[src/rtl/fir_filter_mac.sv]
// Time-multiplexed direct-form FIR: one multiplier and accumulator, one tap per clock.
// Runtime-loadable coefficients, valid/ready sample input, saturating registered output.
//
// state  | meaning
// S_IDLE | ready for a sample; coefficient writes and clear honoured here
// S_MAC  | one tap product accumulated per cycle, idx 0..N_TAPS-1
// S_OUT  | o_y/o_sat just updated, o_valid high for this single cycle
module fir_filter_mac #(
    parameter int N_TAPS   = 4,
    parameter int DATA_W   = 3,
    parameter int COEF_W   = 8,
    parameter int SIGNED   = 0,
    parameter int OUT_W    = 12,
    parameter int COEF_RST = 1
) (
    input  logic                      i_clk,
    input  logic                      i_rst_n,
    input  logic [DATA_W-1:0]         i_x,
    input  logic                      i_valid,
    output logic                      o_ready,
    input  logic                      i_clr,
    input  logic                      i_coef_we,
    input  logic [$clog2(N_TAPS)-1:0] i_coef_addr,
    input  logic [COEF_W-1:0]         i_coef_data,
    output logic [OUT_W-1:0]          o_y,
    output logic                      o_valid,
    output logic                      o_sat
);
    localparam int ACC_W = DATA_W + COEF_W + $clog2(N_TAPS);
    localparam int IDX_W = $clog2(N_TAPS);

    typedef enum logic [1:0] {S_IDLE, S_MAC, S_OUT} state_t;

    state_t              r_state;
    state_t              w_next;
    logic [DATA_W-1:0]   r_x [N_TAPS];
    logic [COEF_W-1:0]   r_c [N_TAPS];
    logic [ACC_W-1:0]    r_acc;
    logic [IDX_W-1:0]    r_idx;
    logic [OUT_W-1:0]    r_y;
    logic                r_sat;
    logic                r_valid;
    logic                w_last;
    logic [ACC_W-1:0]    w_x_ext;
    logic [ACC_W-1:0]    w_c_ext;
    logic [ACC_W-1:0]    w_sum;
    logic [OUT_W-1:0]    w_y_sat;
    logic                w_sat;

    assign w_last  = (r_idx == IDX_W'(N_TAPS - 1));
    // Extending both operands to ACC_W keeps the low ACC_W product bits exact in either signedness.
    assign w_x_ext = {{(ACC_W-DATA_W){(SIGNED != 0) && r_x[r_idx][DATA_W-1]}}, r_x[r_idx]};
    assign w_c_ext = {{(ACC_W-COEF_W){(SIGNED != 0) && r_c[r_idx][COEF_W-1]}}, r_c[r_idx]};
    assign w_sum   = r_acc + w_x_ext * w_c_ext;

    generate
        if (OUT_W < ACC_W) begin : g_sat
            if (SIGNED != 0) begin : g_signed
                always_comb begin
                    w_sat   = !((&w_sum[ACC_W-1:OUT_W-1]) || !(|w_sum[ACC_W-1:OUT_W-1]));
                    w_y_sat = w_sum[OUT_W-1:0];
                    if (w_sat)
                        w_y_sat = w_sum[ACC_W-1] ? {1'b1, {(OUT_W-1){1'b0}}}
                                                 : {1'b0, {(OUT_W-1){1'b1}}};
                end
            end else begin : g_unsigned
                always_comb begin
                    w_sat   = |w_sum[ACC_W-1:OUT_W];
                    w_y_sat = w_sat ? {OUT_W{1'b1}} : w_sum[OUT_W-1:0];
                end
            end
        end else begin : g_nosat
            assign w_sat   = 1'b0;
            assign w_y_sat = w_sum[OUT_W-1:0];
        end
    endgenerate

    always_ff @(posedge i_clk or negedge i_rst_n) begin
        if (!i_rst_n) r_state <= S_IDLE;
        else          r_state <= w_next;
    end

    always_comb begin
        w_next = r_state;
        unique case (r_state)
            S_IDLE:  if (i_valid) w_next = S_MAC;
            S_MAC:   if (w_last)  w_next = S_OUT;
            S_OUT:   w_next = S_IDLE;
            default: w_next = S_IDLE;
        endcase
    end

    always_ff @(posedge i_clk or negedge i_rst_n) begin
        if (!i_rst_n) begin
            for (int k = 0; k < N_TAPS; k++) begin
                r_x[k] <= '0;
                r_c[k] <= COEF_W'(COEF_RST);
            end
            r_acc   <= '0;
            r_idx   <= '0;
            r_y     <= '0;
            r_sat   <= 1'b0;
            r_valid <= 1'b0;
        end else begin
            r_valid <= 1'b0;
            if (r_state == S_IDLE) begin
                if (i_coef_we && (int'(i_coef_addr) < N_TAPS))
                    r_c[i_coef_addr] <= i_coef_data;
                if (i_clr)
                    for (int k = 0; k < N_TAPS; k++) r_x[k] <= '0;
                // Clear-with-accept: shift in zeros so only the new sample survives.
                if (i_valid) begin
                    for (int k = 1; k < N_TAPS; k++) r_x[k] <= i_clr ? '0 : r_x[k-1];
                    r_x[0] <= i_x;
                    r_acc  <= '0;
                    r_idx  <= '0;
                end
            end else if (r_state == S_MAC) begin
                r_acc <= w_sum;
                r_idx <= r_idx + IDX_W'(1);
                if (w_last) begin
                    r_y     <= w_y_sat;
                    r_sat   <= w_sat;
                    r_valid <= 1'b1;
                end
            end
        end
    end

    assign o_ready = (r_state == S_IDLE);
    assign o_y     = r_y;
    assign o_sat   = r_sat;
    assign o_valid = r_valid;
endmodule

[config.mk]
export PLATFORM = sky130hd
export DESIGN_NAME = fir_filter_mac
export DESIGN_NICKNAME = d
export VERILOG_FILES = /design/src/rtl/fir_filter_mac.sv
export SDC_FILE = /design/constraint.sdc
export NUM_CORES = 1
export LEC_CHECK = 0
export ABC_AREA = 1
export CAP_MARGIN = 30
export CELL_PAD_IN_SITES_DETAIL_PLACEMENT = 0
export CELL_PAD_IN_SITES_GLOBAL_PLACEMENT = 1
export CORE_ASPECT_RATIO = 0.9
export CORE_MARGIN = 5
export CORE_UTILIZATION = 40
export DETAILED_ROUTE_END_ITERATION = 7
export HOLD_SLACK_MARGIN = 0.06
export PLACE_DENSITY_LB_ADDON = 0.05
export SLEW_MARGIN = 25
export SYNTH_ARGS = -nofsm -noshare
export SYNTH_HDL_FRONTEND = slang
export SYNTH_SLANG_ARGS = --single-unit
export TNS_END_PERCENT = 5
[constraint.sdc]
create_clock -name i_clk -period 3.7 [get_ports i_clk]
set_input_delay 0.555 -clock i_clk [delete_from_list [all_inputs] [get_ports i_clk]]
set_output_delay 0.555 -clock i_clk [all_outputs]
set_load 0.02 [all_outputs]
Word level (Yosys, flattened, before mapping)
Cells that the tools add are included.
Widths: inputs -> output; s select.
{"block": "word_totals", "reg_bits": 75, "inputBits": 18, "output_inout_bits": 15}
{"block": "classes", "n_addsub": 2, "multipliers": 1, "magnitude_cmp": 3, "eq_ne": 4, "mux": 27, "bitwise": 3, "n_reduce_logical": 9}
{"op": "$mux 13", "count": 3}
{"op": "$mux 12", "count": 3}
{"op": "$bwmux 32", "count": 1}
{"op": "$mux 8", "count": 3}
{"op": "$bmux 8 s2", "count": 1}
{"op": "$demux 8 s2", "count": 1}
{"op": "$mux 3", "count": 5}
{"op": "$add 13x11->13", "count": 1}
{"op": "$mul 3x8->11", "count": 1}
{"op": "$mux 2", "count": 5}
{"op": "$reduce_and 2->1", "count": 4}
{"op": "$bmux 3 s2", "count": 1}
{"op": "$ge 3x3->1 const B", "count": 2}
{"op": "$not 2->3", "count": 2}
{"op": "$ne 2x2->1 const B", "count": 2}
{"op": "$pmux 2 s2", "count": 1}
{"op": "$reduce_bool 2->1", "count": 2}
{"op": "$lt 3x1->1 const B", "count": 1}
{"op": "$mux 1", "count": 3}
{"op": "$reduce_and 3->1", "count": 1}
{"op": "$add 2x1->2 const B", "count": 1}
{"op": "$eq 2x1->1 const B", "count": 1}
{"op": "$eq 2x2->1 const B", "count": 1}
{"op": "$logic_not 2->1", "count": 1}
{"op": "2 further kinds", "count": 2}

Longest topological paths before layout
Gate-level depths: netlist (run 1).
{"block": "logic_depth", "ltp_word": 8, "depth_mapped": 24, "mapped_depth_nobuf": 22}

Worst setup path before layout (run 1)
No wires, ideal clock.
{"block": "synth_timing", "path_type": "register -> register", "start": "register r_idx[1]", "end": "register r_y[10] (netlist: o_y[10])", "setup_time_ns": 0.116, "t_arrival_ns": 3.344, "required_time_ns": 3.584, "path_slack_ns": 0.239, "path_stages_with_launch": 22, "path_buffers": 2, "synth_period_minus_slack_ns": 3.461, "path_cell_list": "dfrtp_1 > inv_1 > clkbuf_1 > a32oi_1 > inv_1 > nor2_1 > fa_1 > inv_1 > fa_1 > inv_1 > ha_1 > nand2_2 > inv_1 > nand2_1 > nand2_1 > nand2_2 > nand4_2 > nand2_4 > buf_6 > nand2_1 > nand2_1 > nand2_1"}
{"block": "synth_via", "elab_chain_len": 7}
{"element": "start, declared", "line": "39", "source": "logic [IDX_W-1:0] r_idx;"}
{"element": "start signal, assigned", "line": "120", "source": "r_idx <= r_idx + IDX_W'(1);"}
{"element": "$not 2->3 (not written as such)", "line": "52, 53"}
{"element": "$bmux 3 s2 / $bmux 8 s2 (equally long branches)", "line": "52, 53"}
{"element": "$mux 3 (not written as such) / $mux 8 (equally long branches) (2 in series)", "line": "52, 53"}
{"element": "$mul 3x8->11", "line": "54", "source": "assign w_sum = r_acc + w_x_ext * w_c_ext;"}
{"element": "$add 13x11->13", "line": "54"}
{"element": "$mux 12", "line": "69", "source": "w_y_sat = w_sat ? {OUT_W{1'b1}} : w_sum[OUT_W-1:0];"}
{"element": "end signal, assigned", "line": "122", "source": "r_y <= w_y_sat;"}
{"element": "end, declared", "line": "40", "source": "logic [OUT_W-1:0] r_y;"}
Parallel ways exist; a longest one is shown, timed or not. The select of a mux whose other input is x is not followed.
A chain may end at the register's enable or synchronous reset.

Worst setup path after layout (run 1)
{"block": "layout_timing", "start": "register r_idx[0]", "end": "register r_y[10] (netlist: o_y[10])"}
The elaborated chain is that of the path after synthesis.

==> reports/metrics.yaml, run 1 <==
sta:
  post-route-period-util_pct: 96.5
  rsz0062_at_grt: "yes"
  timing_hold_violations_final: 0
  period_minus_slack_ps: 3570
  setup_viol: 0
  worst_pin_slew_ps: 813
  max-slew-margin-rel_pct: 45.8
  finClkSkew_ps: 7.11
  setup_slack_ps: 128
  clock.fmax_mhz: 280
  drv_slew: 0
placement:
  port_buffers: 32
  dp_hpwl_um: 8070
  gp_congestion: 0.880
  pre_cts_slack_ps: -211
route:
  ant_nets: 0
  vias: 3596
  drtIter0Drc: 203
  wl_per_cell_um: 14.9
  drc: 0
  via_per_inst: 4.73
  drtPass1Iterations: 5
  drt_wl_total_um: 11300
clock_tree:
  clk_pin_slew_ps: 70
  cts_sinks: 75
  cts_tree: "done"
  cts_made_buffers: 9
  hold_buffers: 0
  root_buffer: "clkbuf_16"
  h-tree-depth: 3
  worstSkewPairLatency_ps: 340
  cts.path.max_buffers: 2
synthesis:
  syn_avg_cell_area_um2: 8.03
  synth_area_leaders: "dfrtp_1 (40%), nand2_1 (13%), inv_1 (8.7%)"
  synth_nets: 604
  syn-cell-area_um2: 4470
  synth_top_area_share_pct: 39.8
  synth_cells: 556
  seq_area_frac_synth_pct: 42.1
  ys_ff_latch: 75
  ys_warn_count: 0
  yosysUniqueCellTypes: 34
  yosys.area.top_type: "dfrtp_1"
floorplan:
  io_pins: 33
  die_w_um: 121
  dieArea_um2: 13400
  fp.dieH_um: 110
  placementRows: 36
  start_util_pct: 41.0
  core_region_area_um2: 10900
grt:
  grt_first_pass_wirelength_um: 19300
  grt_util_all_layers_pct: 18.6
  antenna_found_initial: 0
  overflow: 0
  grt_max_degree: 53
  grt_pass1_vias: 3769
layout:
  nNetsFinal: 652
  mostFrequentLayoutCells: "nand2_1 (152), inv_1 (95), dfrtp_1 (70)"
  final_common_cell: "nand2_1"
  area_growth_pct: 26.8
  drive_gt1_share_pct: 19.5
  n_antenna_cell: 0
  num-fill-cells: 1100
critical_path:
  cp_data_required_time_ps: 3930
  start_kind: "flop"
  path_class: "flop to flop"
  critPathCaptureType: "flop"
  crit_arrival_ps: 3810
  crit_path_max_fanout: 17
hold_path:
  holdCritPathClass: "input port to async pin"
outcome:
  status: "finished clean"
flow_run:
  maxCapViolations: 0
## repair_timing
| action | CTS | global route |
|---|---|---|
| setup endpoints to repair | 7 | 22 |
| setup buffers | 0 | 3 |
| resized for setup | 10 | 56 |
| pin swaps | 2 | 9 |
| gates cloned | 0 | 1 |
## state kept, by name, indices dropped and copies added (netlist names)
signal   flops
r_idx        2
o_sat        1
r_x         12
o_valid      1
r_c         32
o_y         12
r_acc       13
r_state      2
## cells in the mapped netlist
library cell and instances:
nand2_1 156, inv_1 103, dfrtp_1 71, nor2_1 37
o21ai_1 29, a21oi_1 17, fa_1 15, ha_1 15
o22ai_1 15, o21ai_0 14, buf_2 9, nand3_1 9
a32oi_1 7, nand3_2 7, or2_2 6, inv_2 5
nand2_2 5, xor2_1 5, a32o_1 4, dfstp_2 4
buf_4 3, nor2_2 3, nor2_4 3, a22o_1 2
clkbuf_1 2, nand4_1 2, a21boi_2 1, and2_1 1
buf_6 1, nand2_4 1, nand3b_1 1, nand4_2 1
nor2_8 1, or2_1 1
## final timing paths
| check | startpoint | endpoint | slack [ps] | cells past startpoint |
|---|---|---|---|---|
| worst max-delay path | r_idx[0] | o_y[10] | 130 | 19 |
| worst min-delay path | i_rst_n | r_acc[4] | 120 | 1 |
| worst max register to register | r_idx[0] | o_y[10] | 130 | 19 |
| worst min register to register | r_c[0] | r_c[0] | 480 | 2 |
| max in group asynchronous | i_rst_n | r_c[8] | 2960 | 2 |
| min in group i_clk | r_c[0] | r_c[0] | 480 | 2 |
## critical path: stages, from the launching register on
cell and delay (ps):
dfrtp_2 470, buf_12 170, a21oi_2 170, a32oi_4 90
inv_4 150, nor2_2 60, fa_1 550, inv_1 60
fa_1 510, inv_1 70, ha_4 310, nand2_1 110
nor2_2 140, nand3_2 130, nand3_2 100, nand2_4 70
nand2_4 130, nand2_1 70, nand2_1 50, nand2_1 50
## per-stage QoR
step | TNS, ps | util, % | std cells | hold WS (ps) | area (um2)
after floorplan | 0 | - | 556 | 259 | 4470
after global placement | -356 | 46.0 | 740 | 464 | 5010
after detailed placement | -355 | 46.2 | 741 | 469 | 5040
after CTS | 0 | 49.8 | 757 | 124 | 5430
after global routing | -553 | 52.0 | 761 | 149 | 5670
final | 0 | 52.0 | 761 | 121 | 5670
## area by class of cell
| cell class | count | area (um2) | share of cell area (%) |
|---|---|---|---|
| multi-input cells | 359 | 2340 | 41.2 |
| flip-flops and latches | 75 | 1880 | 33.2 |
| repair buffers | 51 | 509 | 8.99 |
| inverters | 108 | 413 | 7.29 |
| clock buffers | 10 | 239 | 4.22 |
| well taps | 152 | 190 | 3.36 |
| clock inverters | 6 | 95.1 | 1.68 |
## logic make-up (layout without fill, tap and decap cells)
group                      after synthesis  in the layout  share of synthesized area, %
AOI/OAI and AO/OA                       89             89                          11.7
xor gates and xnor gates                 5              5                         0.980
adders and majority gates               30             30                          10.9
buffers and inverters                  123            175                          11.0
DFF                                     75             75                          42.1
and+or+nand+nor                        234            235                          23.2
## metal layers
layer,part of all wire (%),track usage (%)
met1,53,27.7
met5,0,0
met4,0.67,4.08
met2,42,27.8
met3,3.5,4.23
Power of run 1 is left out: the tool's default activity adds up to more than one toggle a clock period on the data nets, which glitch-free logic cannot reach.
==> inputs of run 2 (changes only) <==
--- a/config.mk
+++ b/config.mk
@@ -11,10 +11,13 @@
 export CELL_PAD_IN_SITES_GLOBAL_PLACEMENT = 1
 export CORE_ASPECT_RATIO = 0.9
 export CORE_MARGIN = 5
-export CORE_UTILIZATION = 40
+export CORE_UTILIZATION = 41
+export CTS_BUF_LIST = sky130_fd_sc_hd__clkbuf_8
 export DETAILED_ROUTE_END_ITERATION = 7
+export GPL_TIMING_DRIVEN = 0
 export HOLD_SLACK_MARGIN = 0.06
 export PLACE_DENSITY_LB_ADDON = 0.05
+export SKIP_LAST_GASP = 1
 export SLEW_MARGIN = 25
 export SYNTH_ARGS = -nofsm -noshare
 export SYNTH_HDL_FRONTEND = slang
==> run 2 against run 1 <==
Effect of this change: worst hold slack better by 56 ps; clock skew rose by 10 ps; design area up 4.5%; register-to-register slack got worse by 110 ps; non-clock buffer count increased by 20; via count up 4.5%; wire length grew 4.9%; setup slack got worse by 110 ps; critical path type unchanged; critical endpoint is now o_y[5]; largest cell class unchanged.
==> reports/metrics.yaml, run 2 (synthesis gave the netlist of run 1 again) <==
outcome:
  status: "finished clean"
route:
  wl_per_cell_um: 15.6
  ant_nets: 0
  via_per_inst: 4.93
  drtPass1Iterations: 5
  drtIter0Drc: 251
  drc: 0
  vias: 3759
  drt_wl_total_um: 11900
grt:
  grt_max_degree: 40
  overflow: 0
  grt_pass1_vias: 3726
  antenna_found_initial: 0
  grt_util_all_layers_pct: 18.9
  grt_first_pass_wirelength_um: 19100
flow_run:
  maxCapViolations: 0
critical_path:
  reg2regPathDepth: 18
  critPathBufInv: 5
  crit_chain: "buf_12 > clkinv_8 > buf_8 > nand2_1 > a32oi_2 > nand2_1 > fa_1 > fa_1 > inv_2 > fa_2 > nand2_2 > nand3_4 > nand2_4 > xor2_4 > and2_4 > nand2_1 > nand2_1 > inv_1"
  r2r-end: "o_y[5]"
  slowest_stage: "fa_1"
  crit_arrival_ps: 3940
  slowest_delay_ps: 550
  r2r_setup_slack_ps: 20
  start_kind: "flop"
  crit_top_cell: "nand2_1"
  r2r-start: "r_idx[0]"
  critPathTopFamily: "adder cells"
  path_class: "flop to flop"
  crit_path_max_fanout: 7
  critPathCaptureType: "flop"
  cp_data_required_time_ps: 3950
layout:
  final_common_cell: "nand2_1"
  multiInputGateArea_um2: 2480
  seq_area_um2: 1880
  regMostFlops: "r_c"
  largest_reg_flops: 32
  area_growth_pct: 32.6
  n_antenna_cell: 0
  nNetsFinal: 672
  final_cell_count_no_fill: 762
  drive_gt1_share_pct: 25.4
  mostFrequentLayoutCells: "nand2_1 (145), inv_1 (91), dfrtp_1 (70)"
  num-fill-cells: 1016
  reg.largest.list: "r_c x32, r_acc x13"
sta:
  finClkSkew_ps: 17.4
  drv_slew: 0
  max-slew-margin-rel_pct: 63.0
  worst_pin_slew_ps: 554
  rsz0062_at_grt: "yes"
  setup_viol: 0
  period_minus_slack_ps: 3680
  timing_hold_violations_final: 0
  clock.fmax_mhz: 272
  post-route-period-util_pct: 99.5
clock_tree:
  cts_sinks: 75
  worstSkewPairLatency_ps: 370
  clk_pin_slew_ps: 90
  h-tree-depth: 3
  root_buffer: "clkbuf_8"
  cts.path.max_buffers: 2
  cts_tree: "done"
  cts_made_buffers: 9
placement:
  gp_congestion: 0.808
  dp.cells: 722
  port_buffers: 32
  dp_hpwl_um: 8290
floorplan:
  start_util_pct: 41.5
  fp.dieH_um: 109
  io_pins: 33
  core_region_area_um2: 10800
  dieArea_um2: 13100
  die_w_um: 120
  placementRows: 36
hold_path:
  holdCritPathClass: "input port to async pin"
[run 2: cell types whose count changed in the layout (fill, tap and decap cells not counted), sizes merged]
cell      before  now
buf           20   35
clkbuf        10   14
clkinv         0    3
clkinvlp       2    0
inv          110  111
nand2        163  162
[run 2: worst max-delay path by stage]
stage | start | endpoint | slack (ps) | depth (start not counted)
6_report | r_idx[0] | o_y[5] | 20 | 18
5_1_grt | r_idx[0] | o_y[5] | -140 | 22
4_1_cts | r_idx[0] | o_y[5] | -20 | 20
3_5_place_dp | r_idx[1] | o_y[5] | -620 | 17
3_3_place_gp | i_rst_n | o_sat | -740 | 1
2_1_floorplan | r_idx[1] | o_y[10] | 240 | 21
[run 2: worst reg2reg max path, cell delays in order (launching register included)]
cell and delay, ps:
dfrtp_2 480, buf_12 180, clkinv_8 70, buf_8 110
nand2_1 60, a32oi_2 280, nand2_1 130, fa_1 510
fa_1 550, inv_2 60, fa_2 360, nand2_2 100
nand3_4 90, nand2_4 100, xor2_4 180, and2_4 160
nand2_1 40, nand2_1 60, inv_1 30
[run 2: cell type report]
cell class | count | share of cell area (%)
inverter | 108 | 7.06
timing repair buffer | 56 | 9.87
buffer | 15 | 2.73
timing repair inverter | 1 | 0.148
clock inverter | 7 | 1.54
multi-input combinational | 358 | 42.0
tap | 133 | 2.81
clock buffer | 9 | 2.09
sequential | 75 | 31.8
[run 2: through the flow]
step / utilization (%) / instance area (um2) / hold WS, ps / worst slack [ps] / setup TNS, ps
floorplan: - / 4470 / 259 / 239 / 0
global placement: 46.0 / 4950 / 464 / -738 / -60240
detailed placement: 46.2 / 4970 / 465 / -624 / -8670
CTS: 49.8 / 5360 / 171 / -15.3 / -44.3
global route: 55.0 / 5920 / 198 / -141 / -1710
finish: 55.0 / 5920 / 177 / 19.4 / 0
[run 2: per-layer routing]
metal	GRT usage, %	vias up	part of all wire, %
met5	0	-	0
met4	4.82	0	0.48
met1	28.2	1822	50
met2	27.8	69	45
li1	-	1863	-
met3	4.15	5	4.9
[run 2: what timing repair did]
| item | CTS | global route |
|---|---|---|
| pin swaps | 12 | 45 |
| endpoints found under the setup margin | 23 | 22 |
| cloned | 0 | 5 |
| hold buffers | 0 | 0 |
| setup buffers | 5 | 14 |
| hold endpoints to repair | 0 | 0 |
| resized for setup | 36 | 79 |
Power of run 2 is left out for the same reason.
==> inputs of run 3 (changes only) <==
--- a/config.mk
+++ b/config.mk
@@ -6,7 +6,7 @@
 export NUM_CORES = 1
 export LEC_CHECK = 0
 export ABC_AREA = 1
-export CAP_MARGIN = 30
+export CAP_MARGIN = 0
 export CELL_PAD_IN_SITES_DETAIL_PLACEMENT = 0
 export CELL_PAD_IN_SITES_GLOBAL_PLACEMENT = 1
 export CORE_ASPECT_RATIO = 0.9
==> results of run 3 <==
Final layout, timing and power as in run 2 (identical DEF).
Power of run 3 is left out for the same reason.
